<file path="src/rtl/cam_pwr_seq.sv">
// cam_pwr_seq: ordered camera supply-rail sequencer with PWDN/reset release and reverse power-down.
// Define CAM_PWR_SEQ_PG_CHECK_EN to enable power-good wait, timeout and loss supervision.
module cam_pwr_seq #(
  parameter int CLK_FREQ      = 74_250_000,
  parameter int RAILS         = 3,
  parameter int STEP_US       = 1000,
  parameter int RST_HOLD_US   = 5000,
  parameter int PG_TIMEOUT_US = 10000
) (
  input  logic             clk_i,
  input  logic             rst_n_i,
  input  logic             en_i,
  input  logic [RAILS-1:0] pg_i,
  output logic [RAILS-1:0] rail_en_o,
  output logic             cam_pwdn_o,
  output logic             cam_rst_n_o,
  output logic             ready_o,
  output logic             fault_o,
  output logic [2:0]       state_o
);

  localparam int TICKS_PER_US = CLK_FREQ / 1_000_000;
  localparam int STEP_T = TICKS_PER_US * STEP_US;
  localparam int HOLD_T = TICKS_PER_US * RST_HOLD_US;
  localparam int TMO_T  = TICKS_PER_US * PG_TIMEOUT_US;
  localparam int MAX_T  = (STEP_T > HOLD_T) ? ((STEP_T > TMO_T) ? STEP_T : TMO_T)
                                            : ((HOLD_T > TMO_T) ? HOLD_T : TMO_T);
  localparam int CNT_W  = (MAX_T > 0) ? $clog2(MAX_T + 1) : 1;
  localparam int IDX_W  = (RAILS > 1) ? $clog2(RAILS) : 1;

  // Each delay dwells N cycles (cnt 0..N-1); a zero-tick delay still takes one cycle.
  localparam logic [CNT_W-1:0] STEP_LAST = (STEP_T > 0) ? CNT_W'(STEP_T - 1) : '0;
  localparam logic [CNT_W-1:0] HOLD_LAST = (HOLD_T > 0) ? CNT_W'(HOLD_T - 1) : '0;
  localparam logic [IDX_W-1:0] LAST_IDX  = IDX_W'(RAILS - 1);

  typedef enum logic [2:0] {
    IDLE        = 3'd0,
    RAIL_ON     = 3'd1,
    RAIL_SETTLE = 3'd2,
    RST_HOLD    = 3'd3,
    READY       = 3'd4,
    RAIL_OFF    = 3'd5,
    FAULT       = 3'd6
  } state_t;

  state_t           state, state_nxt;
  logic [IDX_W-1:0] idx, idx_nxt;
  logic [CNT_W-1:0] cnt, cnt_nxt;
  logic [RAILS-1:0] rail_en, rail_en_nxt;
  logic             cam_pwdn, cam_pwdn_nxt;
  logic             cam_rst_n, cam_rst_n_nxt;
  logic             ready, ready_nxt;
  logic             fault, fault_nxt;
  logic             go_fault, go_off;
  logic             pg_cur, pg_tmo, pg_loss;

`ifdef CAM_PWR_SEQ_PG_CHECK_EN
  localparam logic [CNT_W-1:0] TMO_LAST = (TMO_T > 0) ? CNT_W'(TMO_T - 1) : '0;
  logic [RAILS-1:0] settled;

  // Rails whose settle delay has completed are the ones supervised for PG loss.
  always_comb begin
    settled = '0;
    for (int k = 0; k < RAILS; k++) begin
      if (state == RST_HOLD || state == READY)
        settled[k] = 1'b1;
      else if (state == RAIL_SETTLE && k < int'(idx))
        settled[k] = 1'b1;
    end
  end

  assign pg_cur  = pg_i[idx];
  assign pg_tmo  = (cnt == TMO_LAST);
  assign pg_loss = |(settled & rail_en & ~pg_i);
`else
  logic unused_pg;
  assign unused_pg = ^pg_i;
  assign pg_cur  = 1'b1;
  assign pg_tmo  = 1'b0;
  assign pg_loss = 1'b0;
`endif

  always_comb begin
    state_nxt     = state;
    idx_nxt       = idx;
    cnt_nxt       = cnt;
    rail_en_nxt   = rail_en;
    cam_pwdn_nxt  = cam_pwdn;
    cam_rst_n_nxt = cam_rst_n;
    ready_nxt     = ready;
    fault_nxt     = fault;
    go_fault      = 1'b0;
    go_off        = 1'b0;

    case (state)
      IDLE: begin
        if (en_i) begin
          state_nxt      = RAIL_ON;
          idx_nxt        = '0;
          cnt_nxt        = '0;
          rail_en_nxt[0] = 1'b1;
        end
      end
      RAIL_ON: begin
        // PG arriving on the timeout cycle still counts as good.
        if (pg_tmo && !pg_cur)  go_fault = 1'b1;
        else if (!en_i)         go_off   = 1'b1;
        else if (pg_cur) begin
          state_nxt = RAIL_SETTLE;
          cnt_nxt   = '0;
        end else                cnt_nxt  = cnt + 1'b1;
      end
      RAIL_SETTLE: begin
        if (pg_loss)            go_fault = 1'b1;
        else if (!en_i)         go_off   = 1'b1;
        else if (cnt == STEP_LAST) begin
          cnt_nxt = '0;
          if (idx == LAST_IDX) begin
            state_nxt    = RST_HOLD;
            cam_pwdn_nxt = 1'b0;
          end else begin
            state_nxt            = RAIL_ON;
            idx_nxt              = idx + 1'b1;
            rail_en_nxt[idx_nxt] = 1'b1;
          end
        end else                cnt_nxt  = cnt + 1'b1;
      end
      RST_HOLD: begin
        if (pg_loss)            go_fault = 1'b1;
        else if (!en_i)         go_off   = 1'b1;
        else if (cnt == HOLD_LAST) begin
          state_nxt     = READY;
          cam_rst_n_nxt = 1'b1;
          ready_nxt     = 1'b1;
          cnt_nxt       = '0;
        end else                cnt_nxt  = cnt + 1'b1;
      end
      READY: begin
        if (pg_loss)            go_fault = 1'b1;
        else if (!en_i)         go_off   = 1'b1;
      end
      RAIL_OFF: begin
        // idx holds the rail cleared most recently; en_i is ignored until IDLE.
        if (cnt == STEP_LAST) begin
          cnt_nxt              = '0;
          idx_nxt              = idx - 1'b1;
          rail_en_nxt[idx_nxt] = 1'b0;
          if (idx_nxt == '0) state_nxt = IDLE;
        end else                cnt_nxt  = cnt + 1'b1;
      end
      FAULT: begin
        if (!en_i) begin
          state_nxt = IDLE;
          fault_nxt = 1'b0;
          idx_nxt   = '0;
          cnt_nxt   = '0;
        end
      end
      default: state_nxt = IDLE;
    endcase

    if (go_fault) begin
      state_nxt     = FAULT;
      rail_en_nxt   = '0;
      cam_pwdn_nxt  = 1'b1;
      cam_rst_n_nxt = 1'b0;
      ready_nxt     = 1'b0;
      fault_nxt     = 1'b1;
      cnt_nxt       = '0;
    end else if (go_off) begin
      // The highest enabled rail is idx; it clears on the entry edge.
      state_nxt        = (idx == '0) ? IDLE : RAIL_OFF;
      rail_en_nxt[idx] = 1'b0;
      cam_pwdn_nxt     = 1'b1;
      cam_rst_n_nxt    = 1'b0;
      ready_nxt        = 1'b0;
      cnt_nxt          = '0;
    end
  end

  always_ff @(posedge clk_i or negedge rst_n_i) begin
    if (!rst_n_i) begin
      state     <= IDLE;
      idx       <= '0;
      cnt       <= '0;
      rail_en   <= '0;
      cam_pwdn  <= 1'b1;
      cam_rst_n <= 1'b0;
      ready     <= 1'b0;
      fault     <= 1'b0;
    end else begin
      state     <= state_nxt;
      idx       <= idx_nxt;
      cnt       <= cnt_nxt;
      rail_en   <= rail_en_nxt;
      cam_pwdn  <= cam_pwdn_nxt;
      cam_rst_n <= cam_rst_n_nxt;
      ready     <= ready_nxt;
      fault     <= fault_nxt;
    end
  end

  assign rail_en_o   = rail_en;
  assign cam_pwdn_o  = cam_pwdn;
  assign cam_rst_n_o = cam_rst_n;
  assign ready_o     = ready;
  assign fault_o     = fault;
  assign state_o     = state;

endmodule
</file>
<file path="config.mk">
export PLATFORM = sky130hd
export DESIGN_NAME = cam_pwr_seq
export DESIGN_NICKNAME = d
export VERILOG_FILES = /design/src/rtl/cam_pwr_seq.sv
export SDC_FILE = /design/constraint.sdc
export NUM_CORES = 1
export LEC_CHECK = 0
export BUFFER_PORTS_ARGS = -buffer_cell sky130_fd_sc_hd__buf_2
export CAP_MARGIN = 20
export CORE_MARGIN = 4
export CORE_UTILIZATION = 40
export CTS_CLUSTER_SIZE = 12
export DETAILED_ROUTE_END_ITERATION = 10
export PLACE_DENSITY_LB_ADDON = 0.3
export SLEW_MARGIN = 20
export SYNTH_ARGS = -nofsm -noshare
export SYNTH_HDL_FRONTEND = slang
export SYNTH_SLANG_ARGS = --single-unit
</file>
<file path="constraint.sdc">
create_clock -name clk_i -period 2.6 [get_ports clk_i]
set_clock_uncertainty 0.2 [all_clocks]
set_input_delay 0.26 -clock clk_i [delete_from_list [all_inputs] [get_ports clk_i]]
set_output_delay 0.26 -clock clk_i [all_outputs]
set_load 0.01 [all_outputs]
</file>
==> report_table.html <==
<table>
<tr><th>Metric</th><th>Value</th></tr>
<tr><th colspan="2">Status</th></tr>
<tr><td>Result of the run</td><td>finished clean</td></tr>
<tr><th colspan="2">Timing</th></tr>
<tr><td>Highest Clock Rate</td><td>0.405 GHz</td></tr>
<tr><td>Crit path setup slack, layout</td><td>0.129 ns</td></tr>
<tr><td>Final Hold Viols</td><td>0</td></tr>
<tr><td>Transition time at the pin with the least slew margin</td><td>0.665 ns</td></tr>
<tr><td>Normalized max-slew margin</td><td>0.557</td></tr>
<tr><td>Share of the cycle needed by the critical path after routing</td><td>0.950</td></tr>
<tr><td>Final-report setup violation count</td><td>0</td></tr>
<tr><td>RSZ-0062 raised after global routing</td><td>false</td></tr>
<tr><td>Setup TNS</td><td>0 ns</td></tr>
<tr><td>Min Hold Slack</td><td>0.250 ns</td></tr>
<tr><td>Final count of pins violating max slew</td><td>0</td></tr>
<tr><td>Tmin final</td><td>2.47 ns</td></tr>
<tr><th colspan="2">Worst setup path</th></tr>
<tr><td>Sum of buffers and inverters on the critical path</td><td>0</td></tr>
<tr><td>CP max FO</td><td>4</td></tr>
<tr><td>Startpoint-to-endpoint class of the critical path</td><td>register to register</td></tr>
<tr><td>Chain of cells forming the critical path</td><td>ha_1 &gt; and3_1 &gt; nand4_2 &gt; o2111a_2 &gt; or4_4 &gt; mux2_4</td></tr>
<tr><td>Arrival time worst endpoint</td><td>2.45 ns</td></tr>
<tr><td>Req. time, crit path</td><td>2.58 ns</td></tr>
<tr><td>Sort of element at the start of the critical path</td><td>register</td></tr>
<tr><td>Crit-path leading delay family</td><td>simple AND/OR/NAND/NOR gates</td></tr>
<tr><td>Critical Path End Type</td><td>register</td></tr>
<tr><td>Stage delay of the slowest cell on the critical path</td><td>0.54 ns</td></tr>
<tr><td>Cell with the largest stage delay on the worst path</td><td>or4_4</td></tr>
<tr><th colspan="2">Synth</th></tr>
<tr><td>Share of flip-flops with an asynchronous set or reset after synthesis</td><td>1.00</td></tr>
<tr><td>Synth Net Count</td><td>232</td></tr>
<tr><td>Register bit count reported by yosys</td><td>30</td></tr>
<tr><td>Synth cell types</td><td>59</td></tr>
<tr><td>Gate Count Post-Synth</td><td>220</td></tr>
<tr><td>Yosys Warn Count</td><td>0</td></tr>
<tr><td>Fraction of the mapped netlist area in compound gates</td><td>0.149</td></tr>
<tr><td>Synth Area in Adders</td><td>0.0369</td></tr>
<tr><td>Synth Area in Simple Gates</td><td>0.296</td></tr>
<tr><td>Average cell area after synthesis</td><td>9.24 um2</td></tr>
<tr><td>Post-synth top flop</td><td>dfrtp_1</td></tr>
<tr><td>Area of the mapped netlist</td><td>0.00203 mm2</td></tr>
<tr><td>Mux share of post-synthesis cell area</td><td>0.0369</td></tr>
<tr><td>Xor/xnor share of the synthesized area</td><td>0.0560</td></tr>
<tr><td>Part of the Yosys area used for sequential elements</td><td>0.370</td></tr>
<tr><td>Combinational family with the most area after synthesis</td><td>simple AND/OR/NAND/NOR gates</td></tr>
<tr><td>EDFF count, synth</td><td>0</td></tr>
<tr><th colspan="2">Pwr</th></tr>
<tr><td>Power per standard cell area</td><td>855 mW/mm2</td></tr>
<tr><td>Largest vdd supply drop</td><td>0.404 mV</td></tr>
<tr><td>Leakage power figure</td><td>0.946 nW</td></tr>
<tr><th colspan="2">Min path</th></tr>
<tr><td>Tightest Hold Check Type</td><td>input port to register</td></tr>
<tr><th colspan="2">Floorplanning</th></tr>
<tr><td>Die Ht</td><td>79.3 um</td></tr>
<tr><td>Initial core utilization</td><td>0.422</td></tr>
<tr><td>Core area</td><td>0.00482 mm2</td></tr>
<tr><td>Ports</td><td>16</td></tr>
<tr><td>Row Count</td><td>25</td></tr>
<tr><td>Overall die area</td><td>0.00628 mm2</td></tr>
<tr><td>Width of the die</td><td>79.3 um</td></tr>
<tr><th colspan="2">Detailed routing</th></tr>
<tr><td>Drt drc</td><td>0</td></tr>
<tr><td>Via total after detailed routing</td><td>1701</td></tr>
<tr><td>Post-DR wirelength/cell</td><td>14.2 um</td></tr>
<tr><td>Detailed-routing iteration count for the pre-antenna-repair pass</td><td>4</td></tr>
<tr><td>Routed via count divided by cell count</td><td>5.52</td></tr>
<tr><td>Antenna viol nets, final</td><td>0</td></tr>
<tr><td>Violation count after the first detailed-route iteration</td><td>94</td></tr>
<tr><td>Final Routed Wirelength</td><td>4370 um</td></tr>
<tr><th colspan="2">Global route</th></tr>
<tr><td>Initial antenna violation count</td><td>0</td></tr>
<tr><td>Global-route congestion overflow total</td><td>0</td></tr>
<tr><td>Wire length of the first global-routing pass</td><td>7570 um</td></tr>
<tr><td>Vias in the first global route</td><td>1552</td></tr>
<tr><td>Total GRT Usage</td><td>0.154</td></tr>
<tr><td>Maximum number of pins on one net before global-route repair</td><td>31</td></tr>
<tr><th colspan="2">Finish</th></tr>
<tr><td>Share of post-route cells with drive strength above 1</td><td>0.212</td></tr>
<tr><td>N_diodes</td><td>0</td></tr>
<tr><td>Most common cell after layout, fill and taps aside</td><td>dfrtp_1</td></tr>
<tr><td>Nets</td><td>252</td></tr>
<tr><td>Area occupied by registers</td><td>752 um2</td></tr>
<tr><td>Count of fill cells added during filler insertion</td><td>495</td></tr>
<tr><td>Multi-input gate area</td><td>0.00117 mm2</td></tr>
<tr><td>Most frequent cells in the layout</td><td>dfrtp_1, nor2_1, buf_4</td></tr>
<tr><td>Layout overhead on the synthesized area</td><td>13.4%</td></tr>
<tr><td>Post-route core utilization</td><td>0.478</td></tr>
<tr><th colspan="2">Clock tree</th></tr>
<tr><td>CTS tree</td><td>yes</td></tr>
<tr><td>Number of gates resized after CTS</td><td>0</td></tr>
<tr><td>Clock Path Buffers</td><td>2</td></tr>
<tr><td>Clock slew at the register clock pins of the worst setup and hold paths</td><td>0.07 ns</td></tr>
<tr><td>Insertion delay to the later sink of the worst-skew pair</td><td>0.29 ns</td></tr>
<tr><td>Clock H-tree levels</td><td>2</td></tr>
<tr><td>Clock Sink Count</td><td>30</td></tr>
<tr><td>Number of buffers inserted during clock tree synthesis</td><td>5</td></tr>
<tr><td>Clock root buffer</td><td>clkbuf_8</td></tr>
<tr><th colspan="2">Place</th></tr>
<tr><td>Routability congestion estimate</td><td>0.852</td></tr>
<tr><td>Port Buffer Count</td><td>11</td></tr>
<tr><td>Pre-CTS setup slack</td><td>0.154 ns</td></tr>
<tr><td>Placed wire-length estimate</td><td>3150 um</td></tr>
<tr><th colspan="2">Run</th></tr>
<tr><td>Max-capacitance violation count</td><td>0</td></tr>
</table>
==> cells by family after synthesis <==
logic type | after synthesis
AND/OR/NAND/NOR | 99
AO/OA/AOI/OAI | 43
flip-flops | 30
buffers and inverters | 21
XOR/XNOR | 13
multiplexers | 7
adder cells (fa/ha/maj) | 6
other | 1
==> path summary, 6_finish.rpt <==
kind,to,slack (ns),cells past startpoint,startpoint
min in group asynchronous,rail_en_o[0],0.34,2,rst_n_i
min,state_o[1],0.25,3,en_i
min reg2reg,cam_pwdn_o,0.31,1,cam_pwdn_o
max,state_o[2],0.13,6,cnt[0]
max reg2reg,state_o[2],0.13,6,cnt[0]
max in group asynchronous,cnt[7],1.43,2,rst_n_i
==> registers in the layout, indices dropped and copies added, names as in the netlist <==
name,flops
ready_o,1
cam_pwdn_o,1
cnt,20
idx,2
rail_en_o,3
state_o,3
==> worst register-to-register path: stages, from the launching register on <==
cell and delay [ns]:
dfrtp_1 0.40, ha_1 0.25, and3_1 0.22, nand4_2 0.12, o2111a_2 0.33, or4_4 0.54
mux2_4 0.31
==> Yosys cell counts (all sizes together) (2+ instances only) <==
master	n	area [um2]
and2	2	12.5
nor4	11	96.3
clkbuf	5	18.8
ha	6	75.1
o21ai	9	45.0
nand2b	3	18.8
and3	3	18.8
nand4	8	56.3
nand3	7	35.0
o22ai	3	18.8
and4	4	37.5
a41oi	2	17.5
nor3	6	30.0
a21oi	10	50.1
inv	8	30.0
or3	3	18.8
nand2	12	45.0
nand3b	2	15.0
xnor2	11	96.3
nor2	25	93.8
xor2	2	17.5
a22oi	3	22.5
nor3b	2	15.0
nor4b	3	41.3
or4	3	26.3
buf	8	58.8
or2	2	12.5
o31ai	2	15.0
mux2i	6	60.1
dfrtp	29	726
==> metal layers <==
| layer | track usage | part of all wire | vias to the layer above |
|---|---|---|---|
| met1 | 0.207 | 0.49 | 800 |
| met4 | 0.0584 | 0.021 | 0 |
| met2 | 0.236 | 0.44 | 32 |
| met5 | 0 | 0 | - |
| li1 | - | - | 860 |
| met3 | 0.0408 | 0.049 | 9 |
==> what timing repair did <==
| item | 4_1_cts | 5_1_grt |
|---|---|---|
| endpoints found under the setup margin | 0 | 0 |
| hold endpoints to repair | 29 | 0 |
| hold buffers | 1 | 0 |
| setup buffers | 0 | 0 |
==> area by class of cell <==
type	instances	area share
well taps	67	0.0364
clock inverters	2	0.00543
multi-input cells	169	0.509
repair buffers	26	0.0739
flip-flops and latches	30	0.326
inverters	8	0.0130
clock buffers	6	0.0359
==> stage by stage <==
step | instances | area [um2] | total power [W]
final | 308 | 2300 | 0.00197
after global routing | 308 | 2300 | 0.00213
after CTS | 308 | 2300 | 0.00199
after detailed placement | 299 | 2200 | 0.00157
after global placement | 299 | 2200 | 0.00157
after floorplan | 220 | 2030 | 0.00128
==> where the power goes <==
part / internal (W) / switching [W]
clock network: 0.000212 / 0.000188
registers: 0.000523 / 0.0000795
logic: 0.000400 / 0.000565
(Power assumes the default switching activity.)
